### config.mk
export PLATFORM = sky130hd
export DESIGN_NAME = sl_transmitter
export DESIGN_NICKNAME = d
export VERILOG_FILES = /design/src/rtl/sl_pkg.sv /design/src/rtl/sl_sym_timer.sv /design/src/rtl/sl_transmitter.sv
export SDC_FILE = /design/constraint.sdc
export NUM_CORES = 1
export LEC_CHECK = 0
export BUFFER_PORTS_ARGS = -buffer_cell sky130_fd_sc_hd__buf_2
export CORE_UTILIZATION = 45
export CTS_BUF_LIST = sky130_fd_sc_hd__clkbuf_8
export DETAILED_ROUTE_END_ITERATION = 8
export PLACE_DENSITY_LB_ADDON = 0.3
export SLEW_MARGIN = 20
export SYNTH_ARGS = -nofsm -noshare
export SYNTH_HDL_FRONTEND = slang
export SYNTH_SLANG_ARGS = --single-unit
### constraint.sdc
create_clock -name clk -period 4.27 [get_ports clk]
set_clock_uncertainty 0.1 [all_clocks]
set_input_delay 0.854 -clock clk [delete_from_list [all_inputs] [get_ports clk]]
set_output_delay 0.854 -clock clk [all_outputs]
set_load 0.02 [all_outputs]
### src/rtl/sl_pkg.sv
// Shared types and defaults for the SL link transmitter and receiver.
package sl_pkg;

  typedef enum logic [1:0] {IDLE, LOW, HIGH, GAP} sl_state_e;
  typedef enum logic [1:0] {SYM0, SYM1, SYMSTOP} sl_sym_e;

  localparam int SL_PULSE_CLKS = 16;
  localparam int SL_GAP_CLKS   = 16;
  localparam int SL_MIN_LEN    = 8;
  localparam int SL_MAX_LEN    = 32;

  function automatic logic [31:0] len_mask(input logic [5:0] len);
    if (len >= 6'd32) return '1;
    else return (32'h1 << len) - 32'h1;
  endfunction

  // Symbol index 0..len-1 are data, len is parity, len+1 is stop.
  function automatic sl_sym_e sym_at(input logic [5:0] idx, input logic [5:0] len,
                                     input logic [31:0] data, input logic par);
    if (idx == len + 6'd1) return SYMSTOP;
    else if (idx == len) return par ? SYM1 : SYM0;
    else return data[idx[4:0]] ? SYM1 : SYM0;
  endfunction

  // Returns {sl1, sl0} for the low phase of a symbol.
  function automatic logic [1:0] sym_lines(input sl_sym_e s);
    case (s)
      SYM0:    return 2'b10;
      SYM1:    return 2'b01;
      SYMSTOP: return 2'b00;
      default: return 2'b11;
    endcase
  endfunction

endpackage

### src/rtl/sl_sym_timer.sv
// Loadable down-counter; tc is high while the count sits at zero.
module sl_sym_timer #(
  parameter int WIDTH = 4
) (
  input  logic             clk,
  input  logic             reset,
  input  logic             load,
  input  logic [WIDTH-1:0] load_val,
  output logic             tc
);

  logic [WIDTH-1:0] count;

  always_ff @(posedge clk or negedge reset) begin
    if (!reset)              count <= '0;
    else if (load)           count <= load_val;
    else if (count != '0)    count <= count - WIDTH'(1);
  end

  assign tc = (count == '0);

endmodule

### src/rtl/sl_transmitter.sv
// SL link transmitter: serialises a word as data bits LSB first, parity, stop, idle gap.
module sl_transmitter
  import sl_pkg::*;
#(
  parameter int PULSE_CLKS = SL_PULSE_CLKS,
  parameter int GAP_CLKS   = SL_GAP_CLKS,
  parameter int MIN_LEN    = SL_MIN_LEN,
  parameter int MAX_LEN    = SL_MAX_LEN
) (
  input  logic        clk,
  input  logic        reset,
  input  logic [31:0] tx_data,
  input  logic [5:0]  tx_len,
  input  logic        tx_valid,
  output logic        tx_ready,
  output logic        sl0,
  output logic        sl1,
  output logic        busy,
  output logic        done,
  output logic        len_err
);

  localparam int MAX_CLKS = (PULSE_CLKS > GAP_CLKS) ? PULSE_CLKS : GAP_CLKS;
  localparam int TW       = (MAX_CLKS > 2) ? $clog2(MAX_CLKS) : 1;
  localparam logic [TW-1:0] PULSE_LOAD = TW'(PULSE_CLKS - 1);
  // The cycle that returns to IDLE counts as the last idle-high gap clock.
  localparam logic [TW-1:0] GAP_LOAD   = TW'(GAP_CLKS - 2);

  sl_state_e   state, state_d;
  logic [5:0]  sym_cnt, sym_cnt_d;
  logic [5:0]  len_q, len_d;
  logic [31:0] data_q, data_d;
  logic        par_q, par_d;
  logic [1:0]  lines_d;
  logic        done_d, len_err_d;
  logic        load, tc;
  logic [TW-1:0] load_val;
  logic [31:0] masked_in;
  logic        par_in, len_ok;

  sl_sym_timer #(.WIDTH(TW)) u_timer (
    .clk      (clk),
    .reset    (reset),
    .load     (load),
    .load_val (load_val),
    .tc       (tc)
  );

  always_ff @(posedge clk or negedge reset) begin
    if (!reset) begin
      state   <= IDLE;
      sym_cnt <= '0;
      len_q   <= '0;
      data_q  <= '0;
      par_q   <= 1'b0;
      sl0     <= 1'b1;
      sl1     <= 1'b1;
      done    <= 1'b0;
      len_err <= 1'b0;
    end else begin
      state   <= state_d;
      sym_cnt <= sym_cnt_d;
      len_q   <= len_d;
      data_q  <= data_d;
      par_q   <= par_d;
      sl1     <= lines_d[1];
      sl0     <= lines_d[0];
      done    <= done_d;
      len_err <= len_err_d;
    end
  end

  always_comb begin
    state_d   = state;
    sym_cnt_d = sym_cnt;
    len_d     = len_q;
    data_d    = data_q;
    par_d     = par_q;
    lines_d   = 2'b11;
    done_d    = 1'b0;
    len_err_d = 1'b0;
    load      = 1'b0;
    load_val  = '0;
    masked_in = tx_data & len_mask(tx_len);
    par_in    = ~^masked_in;
    len_ok    = (tx_len >= 6'(MIN_LEN)) && (tx_len <= 6'(MAX_LEN));

    case (state)
      IDLE: begin
        if (tx_valid) begin
          if (len_ok) begin
            data_d    = masked_in;
            len_d     = tx_len;
            par_d     = par_in;
            sym_cnt_d = '0;
            load      = 1'b1;
            load_val  = PULSE_LOAD;
            lines_d   = sym_lines(sym_at(6'd0, tx_len, masked_in, par_in));
            state_d   = LOW;
          end else begin
            len_err_d = 1'b1;
          end
        end
      end
      LOW: begin
        if (tc) begin
          load     = 1'b1;
          load_val = PULSE_LOAD;
          state_d  = HIGH;
        end else begin
          lines_d = sym_lines(sym_at(sym_cnt, len_q, data_q, par_q));
        end
      end
      HIGH: begin
        if (tc) begin
          load = 1'b1;
          if (sym_cnt == len_q + 6'd1) begin
            load_val = GAP_LOAD;
            state_d  = GAP;
          end else begin
            sym_cnt_d = sym_cnt + 6'd1;
            load_val  = PULSE_LOAD;
            lines_d   = sym_lines(sym_at(sym_cnt + 6'd1, len_q, data_q, par_q));
            state_d   = LOW;
          end
        end
      end
      GAP: begin
        if (tc) begin
          done_d  = 1'b1;
          state_d = IDLE;
        end
      end
      default: state_d = IDLE;
    endcase
  end

  assign tx_ready = (state == IDLE);
  assign busy     = (state != IDLE);

endmodule
Yosys cells after proc, flatten, opt, wreduce, memory -nomap -nowiden:

Index checks and enable logic that the tools add are counted.

* add/subtract/negate cells: 5
* multiply operators: 0
* divide/modulo/power cells: 0
* order comparisons: 5
* equality and inequality tests: 19
* shift operators: 1
* muxes and demuxes: 61
* bitwise operators: 1
* reduce and logical (&&, ||, !) cells: 17

Operators with widths (number)
* 2-bit two-way mux: 22
* 32-bit bitwise AND: 1
* 32-bit two-way mux: 1
* 32-bit XNOR reduction: 1
* 1-bit by 6-bit << shifter with 32-bit output, first input constant: 1
* 32-bit by 1-bit subtractor with 32-bit output, second input constant: 1
* 6-bit == test: 4
* 4-bit two-way mux: 6
* 6-bit two-way mux: 4
* 2-bit case mux with 3 select lines: 4
* 6-bit by 1-bit adder with 6-bit output, second input constant: 3
* 1-bit two-way mux: 18
* 6-bit zero test: 2
* 5-bit by 6-bit less-than comparator with 1-bit output, second input constant: 2
* 4-bit case mux with 3 select lines: 1
* 6-bit case mux with 2 select lines: 1
* 1-bit binary-select mux with 5-bit select: 2
* 2-bit == test, second input constant: 5
* 2-bit inequality test, second input constant: 5
* 5-bit AND reduction: 2
* 2-bit by 1-bit == test with 1-bit output, second input constant: 4
* 2-bit zero test: 4
* 2-bit case mux with 4 select lines: 1
* 6-bit by 4-bit >= comparator with 1-bit output, second input constant: 1
* other kinds (11): 13

* register bits after elaboration: 55
* latch bits: 0
* memory bits (writable): 0
* bits in read-only memories: 0
* input port bits: 41
* output and inout port bits: 6
* word-level logic and storage cells: 119
* memories: 0

Logic depth before layout (Yosys ltp):

Gate-level depths: netlist of the first run.

* word-level depth: 16
* gate-level depth with buffers: 15
* depth with buffers taken out: 12

Cells and area by module:

Synthesis of the first run repeated with hierarchy kept, for this count alone.

* cell total of the unflattened synthesis: 568
* area total of the unflattened synthesis: 4850.9 um^2

By module, submodules not included
* sl_transmitter: times used 1, cells each 546, area an instance 4616.9 um^2, seq. area each 1278.7 um^2
* sl_sym_timer: times used 1, cells each 22, area an instance 234.0 um^2, seq. area each 100.1 um^2

Worst setup path after synthesis of the first run:

Ideal clock, no wire load.

* kind: input-to-reg
* start point: input port tx_len[2]
* end point: register par_q
* setup time: 129 ps
* data arrival time: 4022 ps
* required time: 4041 ps
* setup slack: 19 ps
* stages: 15
* path buffers: 3
* path through: buf_2 -> clkbuf_1 -> nor3_1 -> nand2_1 -> ha_1 -> clkbuf_1 -> nor2b_1 -> o41ai_1 -> a22oi_1 -> xnor2_1 -> xnor3_1 -> xnor3_1 -> xnor3_1 -> xnor3_1 -> o21ai_1

* cells in the longest elaborated chain, start to end: 5
* elaborated cells between the ends (all ways): 10
* classes of those cells: 1 x add/sub; 3 x order compare; 1 x shift; 1 x mux; 1 x bitwise; 3 x reduce/logical

Ends and longest elaborated chain
* from (decl): RTL line sl_transmitter.sv:13 `input logic [5:0] tx_len,`
* 1-bit by 6-bit << shifter with 32-bit output: RTL line sl_pkg.sv:14 `else return (32'h1 << len) - 32'h1;`
* 32-bit by 1-bit subtractor with 32-bit output: RTL line sl_pkg.sv:14
* 32-bit two-way mux: RTL line sl_pkg.sv:13 `if (len >= 6'd32) return '1;`
* 32-bit bitwise AND: RTL line sl_transmitter.sv:84 `masked_in = tx_data & len_mask(tx_len);`
* 32-bit XNOR reduction: RTL line sl_transmitter.sv:85 `par_in = ~^masked_in;`
* to (signal assigned): RTL line sl_transmitter.sv:65 `par_q <= par_d;`
* to (decl): RTL line sl_transmitter.sv:33 `logic par_q, par_d;`

Parallel ways exist; a longest one is shown, timed or not.
A chain may end at the register's enable or synchronous reset.

Final worst setup path of the first run:

* start point: input port tx_len[1]
* end point: register par_q

The elaborated chain is that of the path after synthesis.

==> impl_metrics.json, run 1 <==
{
  "grt_pass1_wl_um": 22700,
  "dieHeight_um": 105,
  "ant_nets": 0,
  "rsz0062_at_grt": "false",
  "drc": 0,
  "fp-row-count": 37,
  "cts_made_buffers": 5,
  "insertion_delay_ns": 0.32,
  "final_nets": 640,
  "vias": 4319,
  "switchingPower_w": 0.00117,
  "area_delta_synth_final_pct": 15.7,
  "crit_fanout": 13,
  "grt_pass1_vias": 4244,
  "ios": 47,
  "drive_gt1_frac": 0.268,
  "max-vdd-ir-drop_mv": 0.255,
  "start_kind": "input port",
  "cp.required_ns": 4.42,
  "root_buffer": "clkbuf_8",
  "ys_async_sr_fraction": 1.00,
  "setup_viol": 0,
  "comb_power_share": 0.548,
  "grt_util_all_layers": 0.267,
  "p_clk_frac": 0.108,
  "clkSinkCount": 55,
  "via_per_inst": 5.96,
  "grt_overflow_total": 0,
  "post-dp-hpwl_um": 11200,
  "hold_depth": 2,
  "power_frac_seq": 0.344,
  "ctsLongestPathBuffers": 2,
  "syn_nets": 572,
  "ys_seq_area_frac": 0.291,
  "netlist_instances": 520,
  "path_class": "input port to flop",
  "dr.pass1.iters": 5,
  "synth_area_sq_mm": 0.00474,
  "post_cts_buffers": 0,
  "holdWs_ns": 0.409,
  "p_per_area_mw_per_mm2": 524,
  "internal-power_w": 0.00170,
  "gp_congestion": 0.975,
  "yosysMostFrequentCell": "nand2_1",
  "synth_edf_count": 0,
  "synth_top_area_share": 0.280,
  "wirelength_um": 14200,
  "arrival_ns": 4.07,
  "r2r_cells": 8,
  "p_leak_nw": 2.44,
  "busiest_layer": "met2",
  "multi_input_area_sq_mm": 0.00316,
  "worstMarginPinSlew_ns": 0.724,
  "end_kind": "flop",
  "n_fill_cell": 978,
  "syn_avg_cell_area_sq_um": 9.12,
  "clk_pin_slew_worst_paths_ns": 0.10,
  "tns_ns": 0,
  "yosysTopAreaCell": "dfrtp_1",
  "relSlewSlack": 0.517,
  "r2r-start": "sym_cnt[1]",
  "ys_top_cells_by_area": "dfrtp_1 (28%), mux4_2 (9.5%), o21ai_0 (7.1%), nand2_1 (6.1%), xnor3_1 (5.2%)",
  "hold_viol_final": 0,
  "min_path_type": "flop to flop",
  "use_met3": 0.0399,
  "dp_slack_ns": 0.00443,
  "diodes": 0,
  "setup_ws_ns": 0.347,
  "antenna_found_initial": 0,
  "reg2reg_slack_ns": 0.91,
  "start_util": 0.462,
  "status": "completed",
  "die_w_um": 105,
  "r2r_end": "sl0",
  "synthFlopType": "dfrtp_1",
  "ys_ff_latch": 55,
  "drv_cap": 0,
  "drv_slew": 0,
  "core_region_area_sq_mm": 0.0103,
  "drtIter0Drc": 285,
  "clock.fmax_mhz": 255,
  "postCtsHoldBufs": 0,
  "finalCritPeriodShare": 0.919,
  "power_switching_share": 0.409,
  "wl_per_cell_um": 19.5,
  "hold_start": "data_q[29]",
  "cts_htree_levels": 2,
  "io_buffers": 46,
  "layout_min_cycle_time_ns": 3.92,
  "cts_tree": "built",
  "hold_path_end": "data_q[29]",
  "cts_resized": 0,
  "grt_max_degree": 56,
  "ys_warn_count": 0,
  "synth.distinct_cells": 72,
  "final-seq-area_sq_mm": 0.00138,
  "die_area_sq_mm": 0.0110,
  "gr-usage-met2": 0.438,
  "ys_top_cells_by_count": "nand2_1 (77), o21ai_0 (67), dfrtp_1 (53)",
  "use_met1": 0.349
}
[per-stage QoR]
step           power (W)  cell area [sq um]  instances  utilization
6_report         0.00287               5490        725        0.534
5_1_grt          0.00310               5490        725        0.534
3_5_place_dp     0.00257               5390        717        0.525
4_1_cts          0.00288               5490        725        0.534
2_1_floorplan    0.00216               4740        520            -
3_3_place_gp     0.00252               5390        717        0.525
[power by group through the flow]
stage	Combinational, W	Sequential, W	Clock (W)
after floorplan	0.00125	0.000904	0
after global placement	0.00153	0.000981	0
after detailed placement	0.00157	0.000998	0
after CTS	0.00158	0.000986	0.000314
after global routing	0.00174	0.00103	0.000338
final	0.00157	0.000988	0.000311
[cells by family (layout without fill, tap and decap cells)]
logic type | count (synthesis) | in the layout | share of synthesized area
compound gates | 144 | 144 | 0.196
xor+xnor | 49 | 49 | 0.122
fa+ha+maj | 11 | 11 | 0.0290
buf+inv | 50 | 119 | 0.0448
flops | 55 | 55 | 0.291
mux | 37 | 37 | 0.134
simple gates | 174 | 174 | 0.183
[critical path: stages]
cell and delay (ns):
buf_2 0.10, buf_4 0.15, buf_4 0.18, or2_2 0.35
o31ai_2 0.29, xnor3_1 0.48, xnor3_1 0.36, xnor3_1 0.24
xnor3_1 0.25, xnor3_1 0.36, xnor3_1 0.34, o21ai_1 0.11
[routing by layer]
layer	part of all wire	up-vias
met5	0	-
met4	0.038	0
met1	0.42	2063
li1	-	2046
met3	0.062	33
met2	0.48	177
[state kept, by name, summed over array words and instances, names as in the netlist]
name           count
par_q              1
len_err            1
state              2
sl1                1
done               1
data_q            32
sl0                1
sym_cnt            6
len_q              6
u_timer.count      4
[how the worst max path moves through the flow]
stage                         start  endpoint  slack (ns)
after global placement    tx_len[3]     par_q        0.05
after detailed placement  tx_len[3]     par_q       0.004
after floorplan           tx_len[2]     par_q        0.02
final                     tx_len[1]     par_q        0.35
after global routing      tx_len[0]     par_q        0.15
after CTS                 tx_len[0]     par_q        0.33
[final cells by class]
cell class	instances	area share
clock inverter	2	0.00251
inverter	12	0.00821
clock buffer	6	0.0150
sequential	55	0.251
timing repair buffer	99	0.117
multi-input combinational	415	0.575
tap	136	0.0310
[cells in the final DEF (no fill, tap or decap), types with 3 or more instances in the layout]
cell / count
clkbuf_8: 6
buf_4: 52
nand2_1: 77
a22o_1: 3
and3_1: 3
nor2b_1: 6
nor3_1: 11
o211ai_1: 5
buf_2: 46
mux2_2: 11
inv_1: 11
mux2i_1: 6
ha_1: 11
o22ai_1: 3
mux4_2: 20
a21oi_1: 17
nor2_1: 23
o31ai_1: 3
dfrtp_1: 53
xnor3_1: 11
xor2_1: 14
nand3b_1: 4
o2111ai_1: 4
or3_1: 3
o21ai_0: 67
nand3_1: 19
a211oi_1: 4
xnor2_1: 24
a22oi_1: 3
a31oi_1: 6
o41ai_1: 4
a21boi_0: 3
or2_2: 3
nand4_1: 4
(Power assumes the default switching activity.)
==> inputs of run 2 (changes only) <==
==> constraint.sdc (replaced) <==
create_clock -name clk -period 4.27 [get_ports clk]
set_clock_uncertainty 0.1 [all_clocks]
set_input_delay 0.2135 -clock clk [delete_from_list [all_inputs] [get_ports clk]]
set_output_delay 0.2135 -clock clk [all_outputs]
set_load 0.02 [all_outputs]
==> run 2 against run 1 <==
- critical endpoint unchanged
- largest cell class unchanged
- via count is 2.5% lower
- core utilization down 2.7 points
- fmax is 6.4% higher
- first-iteration DRC count is 20% higher
- combinational power about the same
- largest power group unchanged
- register-to-register slack worse by 0.03 ns
- routed wire length decreased by 4.7%
- clock power decreased by 3%
- worst hold slack worse by 0.33 ns
==> impl_metrics.json, run 2 (synthesis gave the netlist of run 1 again) <==
{
  "final_nets": 605,
  "cts_resized": 0,
  "crit_top_cell": "xnor3_1",
  "comb_power_share": 0.546,
  "reg2reg_slack_ns": 0.88,
  "arrival_ns": 3.83,
  "power_frac_seq": 0.348,
  "finalCritPeriodShare": 0.863,
  "layout_min_cycle_time_ns": 3.69,
  "switchingPower_w": 0.00115,
  "via_per_inst": 6.11,
  "clkSinkCount": 55,
  "cts_htree_levels": 2,
  "drv_cap": 0,
  "top_register": "data_q",
  "core_region_area_sq_mm": 0.0103,
  "wl_per_cell_um": 19.5,
  "grt_pass1_wl_um": 22500,
  "holdWs_ns": 0.0752,
  "clock.fmax_mhz": 271,
  "drc": 0,
  "vias": 4213,
  "internal-power_w": 0.00167,
  "area_delta_synth_final_pct": 9.92,
  "n_fill_cell": 1012,
  "fp-row-count": 37,
  "crit_fanout": 15,
  "route.met2.wl_um": 6510,
  "p_leak_nw": 2.27,
  "met3_length_um": 824,
  "grt_overflow_total": 0,
  "rsz0062_at_grt": "false",
  "p_clk_frac": 0.107,
  "end_kind": "flop",
  "io_buffers": 46,
  "largest_register_ffs": 32,
  "drtIter0Drc": 342,
  "insertion_delay_ns": 0.30,
  "start_util": 0.462,
  "path_class": "input port to flop",
  "wirelength_um": 13500,
  "p_total_w": 0.00282,
  "ios": 47,
  "tns_ns": 0,
  "cts_made_buffers": 5,
  "start_kind": "input port",
  "slowest_stage": "and4bb_2",
  "clk_pin_slew_worst_paths_ns": 0.10,
  "die_w_um": 105,
  "post-dp-hpwl_um": 10600,
  "postCtsHoldBufs": 1,
  "dr.pass1.iters": 4,
  "hold_viol_final": 0,
  "grt_util_all_layers": 0.262,
  "ctsLongestPathBuffers": 2,
  "diodes": 0,
  "min_path_type": "input port to flop",
  "cts_tree": "built",
  "die_area_sq_mm": 0.0110,
  "drv_slew": 0,
  "dieHeight_um": 105,
  "p_per_area_mw_per_mm2": 542,
  "worstMarginPinSlew_ns": 0.722,
  "status": "completed",
  "drive_gt1_frac": 0.218,
  "power_switching_share": 0.407,
  "final_common_cell": "nand2_1",
  "ant_nets": 0,
  "crit_buf_inv": 2,
  "post_cts_buffers": 0,
  "grt_max_degree": 57,
  "slowest_delay_ns": 0.48,
  "antenna_found_initial": 0,
  "largestRegisters": "data_q: 32 flops, len_q: 6 flops, sym_cnt: 6 flops",
  "max-vdd-ir-drop_mv": 0.275,
  "relSlewSlack": 0.518,
  "setup_viol": 0,
  "top_layer": "met4",
  "final_cell_mix": "nand2_1 (77), o21ai_0 (67), dfrtp_1 (53)",
  "wl_met1_um": 5850,
  "gp_congestion": 0.963,
  "cp.required_ns": 4.41,
  "crit_family": "simple AND/OR/NAND/NOR gates",
  "grt_pass1_vias": 4276,
  "crit_path_cell_trace": "buf_2, nand2_1, clkinv_1, ha_1, and4bb_2, nor2_1, nor4b_2, nor3_1, o31a_1, xnor3_1, xnor3_1, xnor3_1, o21ai_1",
  "root_buffer": "clkbuf_8"
}
run 2: cell count changes in the layout (fill, tap and decap cells not counted), sizes merged:
cell	change
buf	-36
dlygate4sd3	+1
run 2: layout make-up:
| class | instances | area (sq um) | share of cell area |
|---|---|---|---|
| multi-input cells | 415 | 3160 | 0.606 |
| flip-flops and latches | 55 | 1380 | 0.264 |
| repair buffers | 64 | 368 | 0.0705 |
| well taps | 136 | 170 | 0.0326 |
| clock buffers | 6 | 82.6 | 0.0158 |
| inverters | 12 | 45.0 | 0.00864 |
| clock inverters | 2 | 12.5 | 0.00240 |
run 2: power by group through the flow:
| stage | registers (W) | clock network [W] | logic (W) |
|---|---|---|---|
| global route | 0.00102 | 0.000328 | 0.00171 |
| finish | 0.000982 | 0.000301 | 0.00154 |
| CTS | 0.000983 | 0.000307 | 0.00155 |
| detailed placement | 0.000996 | 0 | 0.00154 |
| floorplan | 0.000904 | 0 | 0.00125 |
| global placement | 0.000978 | 0 | 0.00151 |
run 2: worst register-to-register path, stage by stage, from the launching register on:
cell       delay [ns]
dfrtp_1          0.55
ha_1             0.73
mux4_2           0.41
mux4_2           0.49
mux2_2           0.28
mux2_2           0.28
nor2b_1          0.13
o21ai_0          0.17
o2111ai_1        0.16
run 2: worst paths after layout:
| kind | start | endpoint | cells past startpoint |
|---|---|---|---|
| worst max-delay path | tx_len[0] | par_q | 13 |
| worst min-delay path | tx_valid | len_err | 3 |
| worst max register to register | sym_cnt[1] | sl0 | 8 |
| worst min register to register | data_q[21] | data_q[21] | 2 |
| max in group asynchronous | reset | data_q[21] | 3 |
| min in group asynchronous | reset | u_timer.count[0] | 3 |
run 2: metrics by stage:
step / instances / setup WS [ns] / utilization / instance area (sq um)
after global placement: 681 / 0.388 / 0.497 / 5110
after floorplan: 520 / 0.659 / - / 4740
after global routing: 690 / 0.290 / 0.507 / 5220
after CTS: 690 / 0.586 / 0.507 / 5220
final: 690 / 0.583 / 0.507 / 5220
after detailed placement: 681 / 0.261 / 0.497 / 5110
run 2: routing by layer:
| layer | vias to the layer above | track usage |
|---|---|---|
| met4 | 0 | 0.0755 |
| met3 | 31 | 0.0281 |
| met2 | 179 | 0.439 |
| li1 | 1968 | - |
| met5 | - | 0 |
| met1 | 2035 | 0.359 |
